**src/rtl/alu_arbiter_if.sv**
```systemverilog
// alu_arbiter_if: request/response handshake bundle
// shared by the two ALU clients and the arbiter.
interface alu_arbiter_if #(
    parameter int WIDTH = 8
);
    logic [1:0]         req_valid;
    logic [1:0]         req_ready;
    logic [5:0]         req_op;
    logic [2*WIDTH-1:0] req_a;
    logic [2*WIDTH-1:0] req_b;
    logic [1:0]         rsp_valid;
    logic [1:0]         rsp_ready;
    logic [WIDTH-1:0]   rsp_data;
    logic               rsp_zero;

    modport master (
        output req_valid, req_op, req_a, req_b, rsp_ready,
        input  req_ready, rsp_valid, rsp_data, rsp_zero
    );

    modport slave (
        input  req_valid, req_op, req_a, req_b, rsp_ready,
        output req_ready, rsp_valid, rsp_data, rsp_zero
    );
endinterface

```
**src/rtl/alu_arbiter.sv**
```systemverilog
// alu_arbiter: round-robin sharing of one combinational
// ALU between two requesters, one op in flight at a time.
module alu_arbiter #(
    parameter int WIDTH = 8
) (
    input  logic             clk,
    input  logic             rst_n,
    alu_arbiter_if.slave     bus,
    output logic [WIDTH-1:0] alu_a,
    output logic [WIDTH-1:0] alu_b,
    output logic [2:0]       alu_s,
    input  logic [WIDTH-1:0] alu_out,
    output logic             busy
);

    typedef enum logic [1:0] {
        IDLE = 2'd0,
        EXEC = 2'd1,
        RESP = 2'd2
    } state_t;

    state_t           state;
    state_t           state_nxt;
    logic             owner;
    logic             last_grant;
    logic [WIDTH-1:0] result;
    logic             win;
    logic             accept;

    // Winner pick: lone requester wins, ties go away from last grant.
    always_comb begin
        win = 1'b0;
        case (bus.req_valid)
            2'b10:   win = 1'b1;
            2'b11:   win = ~last_grant;
            default: win = 1'b0;
        endcase
    end

    // Ready only for the winner, only in IDLE and out of reset.
    always_comb begin
        bus.req_ready = 2'b00;
        accept        = 1'b0;
        if (rst_n && state == IDLE && |bus.req_valid) begin
            bus.req_ready = win ? 2'b10 : 2'b01;
            accept        = 1'b1;
        end
    end

    // State register.
    always_ff @(posedge clk or negedge rst_n) begin
        if (!rst_n) state <= IDLE;
        else        state <= state_nxt;
    end

    // Next-state: accept -> one settle cycle -> hold until taken.
    always_comb begin
        state_nxt = state;
        unique case (state)
            IDLE:    if (accept) state_nxt = EXEC;
            EXEC:    state_nxt = RESP;
            RESP:    if (bus.rsp_ready[owner]) state_nxt = IDLE;
            default: state_nxt = IDLE;
        endcase
    end

    // Operand capture on accept, result capture at end of EXEC.
    always_ff @(posedge clk or negedge rst_n) begin
        if (!rst_n) begin
            alu_a      <= '0;
            alu_b      <= '0;
            alu_s      <= 3'b000;
            owner      <= 1'b0;
            last_grant <= 1'b1;
            result     <= '0;
        end else begin
            if (accept) begin
                alu_a      <= win ? bus.req_a[WIDTH +: WIDTH]
                                  : bus.req_a[0 +: WIDTH];
                alu_b      <= win ? bus.req_b[WIDTH +: WIDTH]
                                  : bus.req_b[0 +: WIDTH];
                alu_s      <= win ? bus.req_op[5:3]
                                  : bus.req_op[2:0];
                owner      <= win;
                last_grant <= win;
            end
            if (state == EXEC) result <= alu_out;
        end
    end

    // Response and status decode from state and held result.
    always_comb begin
        bus.rsp_valid = 2'b00;
        if (state == RESP)
            bus.rsp_valid = owner ? 2'b10 : 2'b01;
        bus.rsp_data = result;
        bus.rsp_zero = (result == '0);
        busy         = (state != IDLE);
    end

endmodule

```
**src/flat_wrapper.sv**
```systemverilog
// flat-port wrapper written by rule: the top's interface ports become plain ports
module alu_arbiter_flat 
#(
    parameter int WIDTH = 8
)
  (clk, rst_n, alu_a, alu_b, alu_s, alu_out, busy, bus_req_valid, bus_req_op, bus_req_a, bus_req_b, bus_rsp_ready, bus_req_ready, bus_rsp_valid, bus_rsp_data, bus_rsp_zero);
  alu_arbiter_if #(.WIDTH(WIDTH)) bus_i ();
  input  logic clk;
  input  logic rst_n;
  output logic [WIDTH-1:0] alu_a;
  output logic [WIDTH-1:0] alu_b;
  output logic [2:0] alu_s;
  input  logic [WIDTH-1:0] alu_out;
  output logic busy;
  input wire logic [$bits(bus_i.req_valid)-1:0] bus_req_valid;
  input wire logic [$bits(bus_i.req_op)-1:0] bus_req_op;
  input wire logic [$bits(bus_i.req_a)-1:0] bus_req_a;
  input wire logic [$bits(bus_i.req_b)-1:0] bus_req_b;
  input wire logic [$bits(bus_i.rsp_ready)-1:0] bus_rsp_ready;
  output wire logic [$bits(bus_i.req_ready)-1:0] bus_req_ready;
  output wire logic [$bits(bus_i.rsp_valid)-1:0] bus_rsp_valid;
  output wire logic [$bits(bus_i.rsp_data)-1:0] bus_rsp_data;
  output wire logic [$bits(bus_i.rsp_zero)-1:0] bus_rsp_zero;
  assign bus_i.req_valid = bus_req_valid;
  assign bus_i.req_op = bus_req_op;
  assign bus_i.req_a = bus_req_a;
  assign bus_i.req_b = bus_req_b;
  assign bus_i.rsp_ready = bus_rsp_ready;
  assign bus_req_ready = bus_i.req_ready;
  assign bus_rsp_valid = bus_i.rsp_valid;
  assign bus_rsp_data = bus_i.rsp_data;
  assign bus_rsp_zero = bus_i.rsp_zero;
  alu_arbiter #(.WIDTH(WIDTH)) u_core (.clk(clk), .rst_n(rst_n), .bus(bus_i), .alu_a(alu_a), .alu_b(alu_b), .alu_s(alu_s), .alu_out(alu_out), .busy(busy));
endmodule
```
**config.mk**
```make
export PLATFORM = sky130hd
export DESIGN_NAME = alu_arbiter_flat
export DESIGN_NICKNAME = d
export VERILOG_FILES = /design/src/rtl/alu_arbiter_if.sv /design/src/rtl/alu_arbiter.sv /design/src/flat_wrapper.sv
export SDC_FILE = /design/constraint.sdc
export NUM_CORES = 1
export LEC_CHECK = 0
export ABC_CLOCK_PERIOD_IN_PS = 1960
export CORE_ASPECT_RATIO = 0.9
export CORE_MARGIN = 3
export CORE_UTILIZATION = 58
export CTS_CLUSTER_SIZE = 30
export DETAILED_ROUTE_END_ITERATION = 6
export DONT_BUFFER_PORTS = 1
export PLACE_DENSITY = 0.74
export SLEW_MARGIN = 25
export SYNTH_ARGS = -nofsm -noshare
export SYNTH_HDL_FRONTEND = slang
export SYNTH_SLANG_ARGS = --single-unit
```
**constraint.sdc**
```tcl
create_clock -name clk -period 1.96 [get_ports clk]
set_clock_uncertainty 0.1 [all_clocks]
set_input_delay 0.196 -clock clk [delete_from_list [all_inputs] [get_ports clk]]
set_output_delay 0.196 -clock clk [all_outputs]
set_load 0.02 [all_outputs]
```
======== After elaboration in Yosys (flattened, before gate mapping) ========
Cells that the tools add are included.
operators by class
  magnitude comparators ................... 1
  multiplexer cells ....................... 14
  bitwise gates (word level) .............. 1
  eq/ne operators ......................... 6
  reductions and logical operators ........ 7
operator list
  kind                                                                      count
  8-bit two-way mux                                                         2
  2-bit two-way mux                                                         6
  8-bit logical NOT                                                         1
  2-bit equality test (second input constant)                               3
  2-bit case mux with 3 select lines                                        1
  2-bit by 1-bit inequality test with 1-bit output (second input constant)  2
  1-bit two-way mux                                                         3
  3-bit two-way mux                                                         1
  2-bit by 1-bit equality test with 1-bit output (second input constant)    1
  1-bit logical AND                                                         2
  2-bit logical NOT                                                         1
  1-bit by 2-bit < comparator with 1-bit output (second input constant)     1
  1-bit case mux with 2 select lines                                        1
  2-bit AND reduction                                                       1
  2-bit nonzero test                                                        1
  2-bit OR reduction                                                        1
  1-bit inverter                                                            1
storage, ports and cells
  input bits .............................. 52
  flip-flop bits (word level) ............. 31
  output and inout port bits .............. 33

======== Longest topological paths before layout ========
Gate-level depths: netlist of run 1.
  word-level depth ........................ 6
  mapped depth ............................ 4
  depth with buffers taken out ............ 3

======== Worst setup path after synthesis of run 1 ========
Ideal clock, no wire load.
  path kind ............................... flip-flop to output port
  start ................................... register u_core.result[5], in the netlist u_core.bus.rsp_data[5]
  end ..................................... output bus_rsp_zero
  buffers on the path ..................... 0
  cell stages (with the launch flop) ...... 3
  required time ........................... 1.664 ns
  arrival ................................. 1.279 ns
  path slack .............................. 0.385 ns
  cells stage by stage .................... dfrtp_1 or4_1 nor2_1
on the way
  cells in the longest elaborated chain, start to end .. 1
ends and longest elaborated chain
  what                    RTL line            RTL
  start, declared         alu_arbiter.sv:26   logic [WIDTH-1:0] result;
  start signal, assigned  alu_arbiter.sv:87   if (state == EXEC) result <= alu_out;
  8-bit logical NOT       alu_arbiter.sv:97   bus.rsp_zero = (result == '0);
  end, declared           flat_wrapper.sv:23  output wire logic [$bits(bus_i.rsp_zero)-1:0] bus_rsp_zero;
Every way passes these cells.

======== Worst setup path in the final report of run 1 ========
Same ends and word-level chain as after synthesis.

==> results.py, run 1 <==
metrics = {
    "worst_hold_path": {
        "hold_class": "in2reg",
        "worstHoldPathCells": 3,
    },
    "drt": {
        "remaining_drc_errors": 0,
        "wl_per_cell_um": 19.15,
        "drt-vias-per-instance": 6.286,
        "drt-pass1-iter-count": 4,
        "drt_first_iter_violations": 57,
        "postRouteAntennaNets": 0,
        "wirelength_um": 3677,
        "vias": 1207,
    },
    "global_route": {
        "use_met1": 0.2691,
        "grt_use_met2": 0.4173,
        "grt_overflow": 0,
        "grt_pass1_wl_um": 5602,
        "grt_max_degree": 32,
        "antenna_found_initial": 0,
        "grt-busiest-layer": "met2",
        "grt_pass1_vias": 1174,
        "grt_use_met3": 0.08353,
        "grtUsageTotal": 0.2380,
    },
    "logic_synthesis": {
        "ys_seq_area_frac": 0.5036,
        "synth-seq-cells": 31,
        "netlist.area_leader.share": 0.4866,
        "avgSynthCellArea_um2": 11.96,
        "synth_edf_count": 0,
        "synth_area_leaders": "dfrtp_1 (49%), a221o_1 (12%), nor3_2 (12%)",
        "ys_warn_count": 0,
        "netlist_instances": 129,
        "synth_fp_nets": 181,
        "synth_top_area_cell": "dfrtp_1",
        "async_reset_ff_frac": 1.000,
        "synth_most_common_cell": "dfrtp_1",
        "synth_area_um2": 1543,
        "synth.top_cells.by_count": "dfrtp_1 (30), nand2_1 (20), a221o_1 (19), nor3_2 (19), mux2_2 (9)",
        "netlist-cell-type-count": 23,
        "synth_flop_cell": "dfrtp_1",
    },
    "status": {
        "status": "finished, final reports clean",
    },
    "floorplan": {
        "die_y_um": 54.93,
        "core_area_um2": 2489,
        "dieArea_um2": 3316,
        "die_w_um": 60.37,
        "core.rowCount": 17,
        "pin_count": 85,
        "initial_core_util": 0.6199,
    },
    "clock_tree": {
        "root_buffer": "clkbuf_4",
        "cts_tree": "yes",
        "path_clk_slew_ns": 0.10,
        "numCtsBuffers": 5,
        "htree_num_levels": 2,
        "clock_sinks": 31,
        "clk_path_buf_depth": 2,
        "clock_latency_ns": 0.33,
        "post_cts_buffers": 0,
    },
    "power": {
        "p_leak_uw": 0.0008425,
        "powerDensity_nw_per_um2": 1472,
        "ir_drop_uv": 1058,
    },
    "cells_and_area": {
        "seq_area_um2": 777.0,
        "syn_to_final_growth_pct": 28.06,
        "layout-drive-gt1-share": 0.3171,
        "nNetsFinal": 215,
        "multi_input_area_um2": 693.2,
        "finish.utilization": 0.7939,
        "diodes": 0,
        "fillCellCount": 146,
    },
    "placement": {
        "place_ws_ns": 0.3474,
        "routabilityCongestion": 0.7053,
        "port_buffers": 0,
        "dpl.hpwl_um": 2441,
    },
    "critical_path": {
        "crit_path_start_kind": "register",
        "crit_path_cell_trace": "or4_1 -> nor2_4",
        "endpoint_kind": "output port",
        "cp_slowest_stage_delay_ns": 0.61,
        "critPathKind": "reg2out",
        "arrival_ns": 1.62,
        "cpMaxStageDelayCell": "or4_1",
        "required_ns": 1.66,
        "critPathMaxFanout": 3,
        "rr_worst_depth": 4,
    },
    "sta": {
        "fin_crit_ns": 1.915,
        "tightest_slew_ns": 0.3910,
        "timing.fmax_mhz": 522.1,
        "slew_viol_final": 0,
        "fin_crit_sh": 0.9773,
        "relSlewSlack": 0.7384,
        "hold_viol": 0,
        "setup_ws_ns": 0.04455,
        "finalSetupViolations": 0,
    },
    "run": {
        "maxCapViolCount": 0,
    },
}
[final timing paths]
path / from / endpoint / slack, ns
worst min-delay path: bus_req_a[1] / u_core.alu_a[1]$_DFFE_PN0P_ / 0.05
max in group asynchronous: rst_n / u_core.last_grant$_DFFE_PN1P_ / 1.33
min in group asynchronous: rst_n / u_core.alu_s[0]$_DFFE_PN0P_ / 0.20
worst max register to register: u_core.state[1]$_DFFE_PN0P_ / u_core.alu_b[3]$_DFFE_PN0P_ / 0.33
worst min register to register: u_core.last_grant$_DFFE_PN1P_ / u_core.last_grant$_DFFE_PN1P_ / 0.39
worst max-delay path: u_core.bus.rsp_data[5]$_DFFE_PN0N_ / bus_rsp_zero / 0.04
[per-layer routing]
| metal | routed length, um | vias up |
|---|---|---|
| met1 | 1423 | 602 |
| li1 | - | 543 |
| met2 | 1928 | 54 |
| met4 | 57 | 0 |
| met5 | 0 | - |
| met3 | 268 | 8 |
[worst max-delay path: cells and delay by family, from the launching register on]
kind | cells | cell delay, ns
flops | 1 | 0.47
simple gates | 2 | 0.82
[kinds of logic (layout without fill, tap and decap cells)]
group,after synthesis,in the layout,share of synthesized area
buf+inv,14,49,0.05353
flops,31,31,0.5037
simple gates,52,52,0.2393
compound gates,23,23,0.1379
mux,9,9,0.06570
[flip-flops by register name (all words and copies together), names as in the netlist]
| register | flops |
|---|---|
| u_core.alu_s | 3 |
| u_core.last_grant | 1 |
| u_core.state | 2 |
| u_core.alu_a | 8 |
| u_core.bus.rsp_data | 8 |
| u_core.owner | 1 |
| u_core.alu_b | 8 |
[layout by cell type (no fill, tap or decap), types with 2 or more instances in the layout]
master / netlist / layout
a221o_1: 19 / 19
nor2_1: 3 / 2
nand2_1: 20 / 20
mux2_2: 9 / 9
nor3_2: 19 / 19
inv_1: 3 / 3
or4_1: 2 / 2
buf_4: 0 / 7
clkbuf_4: 0 / 5
a21oi_1: 2 / 2
dfrtp_1: 30 / 30
dlygate4sd3_1: 0 / 30
[area by class of cell]
class | count | area share
Clock buffer | 6 | 0.02597
Tap cell | 28 | 0.01773
Sequential cell | 31 | 0.3933
Multi-Input combinational cell | 84 | 0.3509
Timing Repair Buffer | 38 | 0.1887
Clock inverter | 2 | 0.01773
Inverter | 3 | 0.005700
[repair_timing]
item                       in CTS  in global routing
hold buffers                   31                  0
resized for setup               1                  1
hold endpoints to repair       59                  0
setup endpoints to repair       1                  1
[power breakdown]
| part | switching, uW | internal (uW) |
|---|---|---|
| logic | 408 | 441 |
| registers | 592 | 949 |
| clock network | 218 | 301 |
[through the flow]
step / instances / setup TNS, ns / total power, uW / hold slack (ns) / instance area [um2]
floorplan: 129 / 0 / 2156 / -0.1996 / 1543
global placement: 153 / 0 / 2272 / -0.1986 / 1562
detailed placement: 153 / 0 / 2324 / -0.1988 / 1562
CTS: 192 / 0 / 2925 / 0.03493 / 1971
global route: 192 / -0.01099 / 3076 / 0.04578 / 1976
finish: 192 / 0 / 2909 / 0.04989 / 1976
Note: power is estimated with default switching activity, not from simulation.
==> run 2: changes to the inputs <==
GPL_TIMING_DRIVEN = 0   (was not set)
==> results.py, run 2 (synthesized netlist as in run 1, its figures left out) <==
metrics = {
    "sta": {
        "relSlewSlack": 0.7239,
        "timing.fmax_mhz": 529.3,
        "hold_slack_ns": 0.06420,
        "fin_crit_ns": 1.889,
        "slew_viol_final": 0,
        "finalSetupTns_ns": 0,
        "rsz0062_at_grt": "false",
        "tightest_slew_ns": 0.4141,
        "hold_viol": 0,
        "fin_crit_sh": 0.9639,
        "finalSetupViolations": 0,
        "setup_ws_ns": 0.07075,
    },
    "placement": {
        "port_buffers": 0,
        "place_ws_ns": 0.2945,
        "dpl.hpwl_um": 2477,
        "dp.cells": 157,
        "routabilityCongestion": 0.6526,
    },
    "floorplan": {
        "pin_count": 85,
        "core_area_um2": 2489,
        "die_y_um": 54.93,
        "dieArea_um2": 3316,
        "die_w_um": 60.37,
        "core.rowCount": 17,
        "initial_core_util": 0.6199,
    },
    "global_route": {
        "grt_max_degree": 32,
        "antenna_found_initial": 0,
        "grtUsageTotal": 0.2380,
        "grt_overflow": 0,
        "grt_pass1_wl_um": 5678,
        "grt_pass1_vias": 1201,
    },
    "critical_path": {
        "arrival_ns": 1.59,
        "cpMaxStageDelayCell": "or3b_4",
        "r2r_start": "u_core.state[1]$_DFFE_PN0P_",
        "critPathKind": "reg2out",
        "rr_worst_depth": 5,
        "crit_path_cell_trace": "or3b_4 -> nor3b_4",
        "required_ns": 1.66,
        "endpoint_kind": "output port",
        "crit_path_start_kind": "register",
        "cp_num_cells": 2,
        "path_delay_family": "simple AND/OR/NAND/NOR gates",
        "worstSetupStartpoint": "u_core.state[0]$_DFFE_PN0P_",
        "critPathMaxFanout": 11,
        "path_buf_inv": 0,
        "cp_slowest_stage_delay_ns": 0.51,
    },
    "drt": {
        "wirelength_um": 3885,
        "vias": 1243,
        "drt-vias-per-instance": 6.310,
        "drt-pass1-iter-count": 4,
        "remaining_drc_errors": 0,
        "drt_first_iter_violations": 38,
        "wl_per_cell_um": 19.72,
        "postRouteAntennaNets": 0,
    },
    "power": {
        "powerDensity_nw_per_um2": 1418,
        "ir_drop_uv": 1089,
        "p_leak_uw": 0.0008393,
    },
    "worst_hold_path": {
        "worstHoldPathCells": 3,
        "hold_class": "in2reg",
        "hp-start": "bus_req_a[1]",
    },
    "cells_and_area": {
        "diodes": 0,
        "syn_to_final_growth_pct": 27.01,
        "fillCellCount": 166,
        "layout-drive-gt1-share": 0.3077,
        "final_cell_mix": "dlygate4sd3_1 (30), dfrtp_1 (30), nand2_1 (20)",
        "fin_cells": 197,
        "nNetsFinal": 220,
    },
    "clock_tree": {
        "cts_tree": "yes",
        "clk_path_buf_depth": 2,
        "path_clk_slew_ns": 0.09,
        "numCtsBuffers": 5,
        "root_buffer": "clkbuf_4",
        "htree_num_levels": 2,
        "clock_sinks": 31,
        "clock_latency_ns": 0.31,
    },
    "run": {
        "maxCapViolCount": 0,
    },
    "status": {
        "status": "finished, final reports clean",
    },
}
run 2: path summary, 6_finish.rpt:
kind / to / slack [ns]
max in group asynchronous: u_core.last_grant$_DFFE_PN1P_ / 1.29
min in group asynchronous: u_core.state[0]$_DFFE_PN0P_ / 0.23
worst max register to register: u_core.alu_b[6]$_DFFE_PN0P_ / 0.28
worst min-delay path: u_core.alu_a[1]$_DFFE_PN0P_ / 0.06
worst min register to register: u_core.last_grant$_DFFE_PN1P_ / 0.39
worst max-delay path: bus_req_ready[0] / 0.07
run 2: layout make-up:
class                   instances  area, um2  area share
well taps                      28      35.03     0.01788
inverters                       3      11.26    0.005747
clock inverters                 1      5.005    0.002554
plain buffers                  10      60.06     0.03065
repair buffers                 33      335.3      0.1711
multi-input cells              84      690.7      0.3525
clock buffers                   7      45.04     0.02299
flip-flops and latches         31      777.0      0.3966
run 2: worst reg2reg max path, delay by kind of cell, from the launching register on:
kind,cells,cell delay (ns)
AO/OA/AOI/OAI,2,0.47
AND/OR/NAND/NOR,1,0.21
buffers and inverters,2,0.37
flip-flops,1,0.41
run 2: what timing repair did:
action                     in CTS  in global routing
setup endpoints to repair       2                  2
buffers inserted                2                  0
hold endpoints to repair       59                  0
pin swaps                       1                  2
cloned                          0                  0
hold buffers                   31                  0
gates resized for setup         1                  1
run 2: metrics by stage:
stage | total power (uW) | utilization | instance area [um2]
floorplan | 2156 | - | 1543
global placement | 2293 | 0.6340 | 1578
detailed placement | 2345 | 0.6340 | 1578
CTS | 2774 | 0.7853 | 1954
global route | 2931 | 0.7873 | 1959
finish | 2778 | 0.7873 | 1959
run 2: routing by layer:
layer / vias to the layer above / global-route usage / share of wire
met3: 8 / 0.06729 / 0.067
met2: 58 / 0.4155 / 0.53
met1: 621 / 0.2897 / 0.39
met5: - / 0 / 0
li1: 556 / - / -
met4: 0 / 0.06642 / 0.013
run 2: power by group:
| part | leakage [uW] | switching, uW | total [uW] | internal [uW] |
|---|---|---|---|---|
| Clock | 0.0000293 | 197 | 337 | 140 |
| Sequential | 0.000377 | 587 | 1540 | 949 |
| Combinational | 0.000433 | 446 | 905 | 459 |
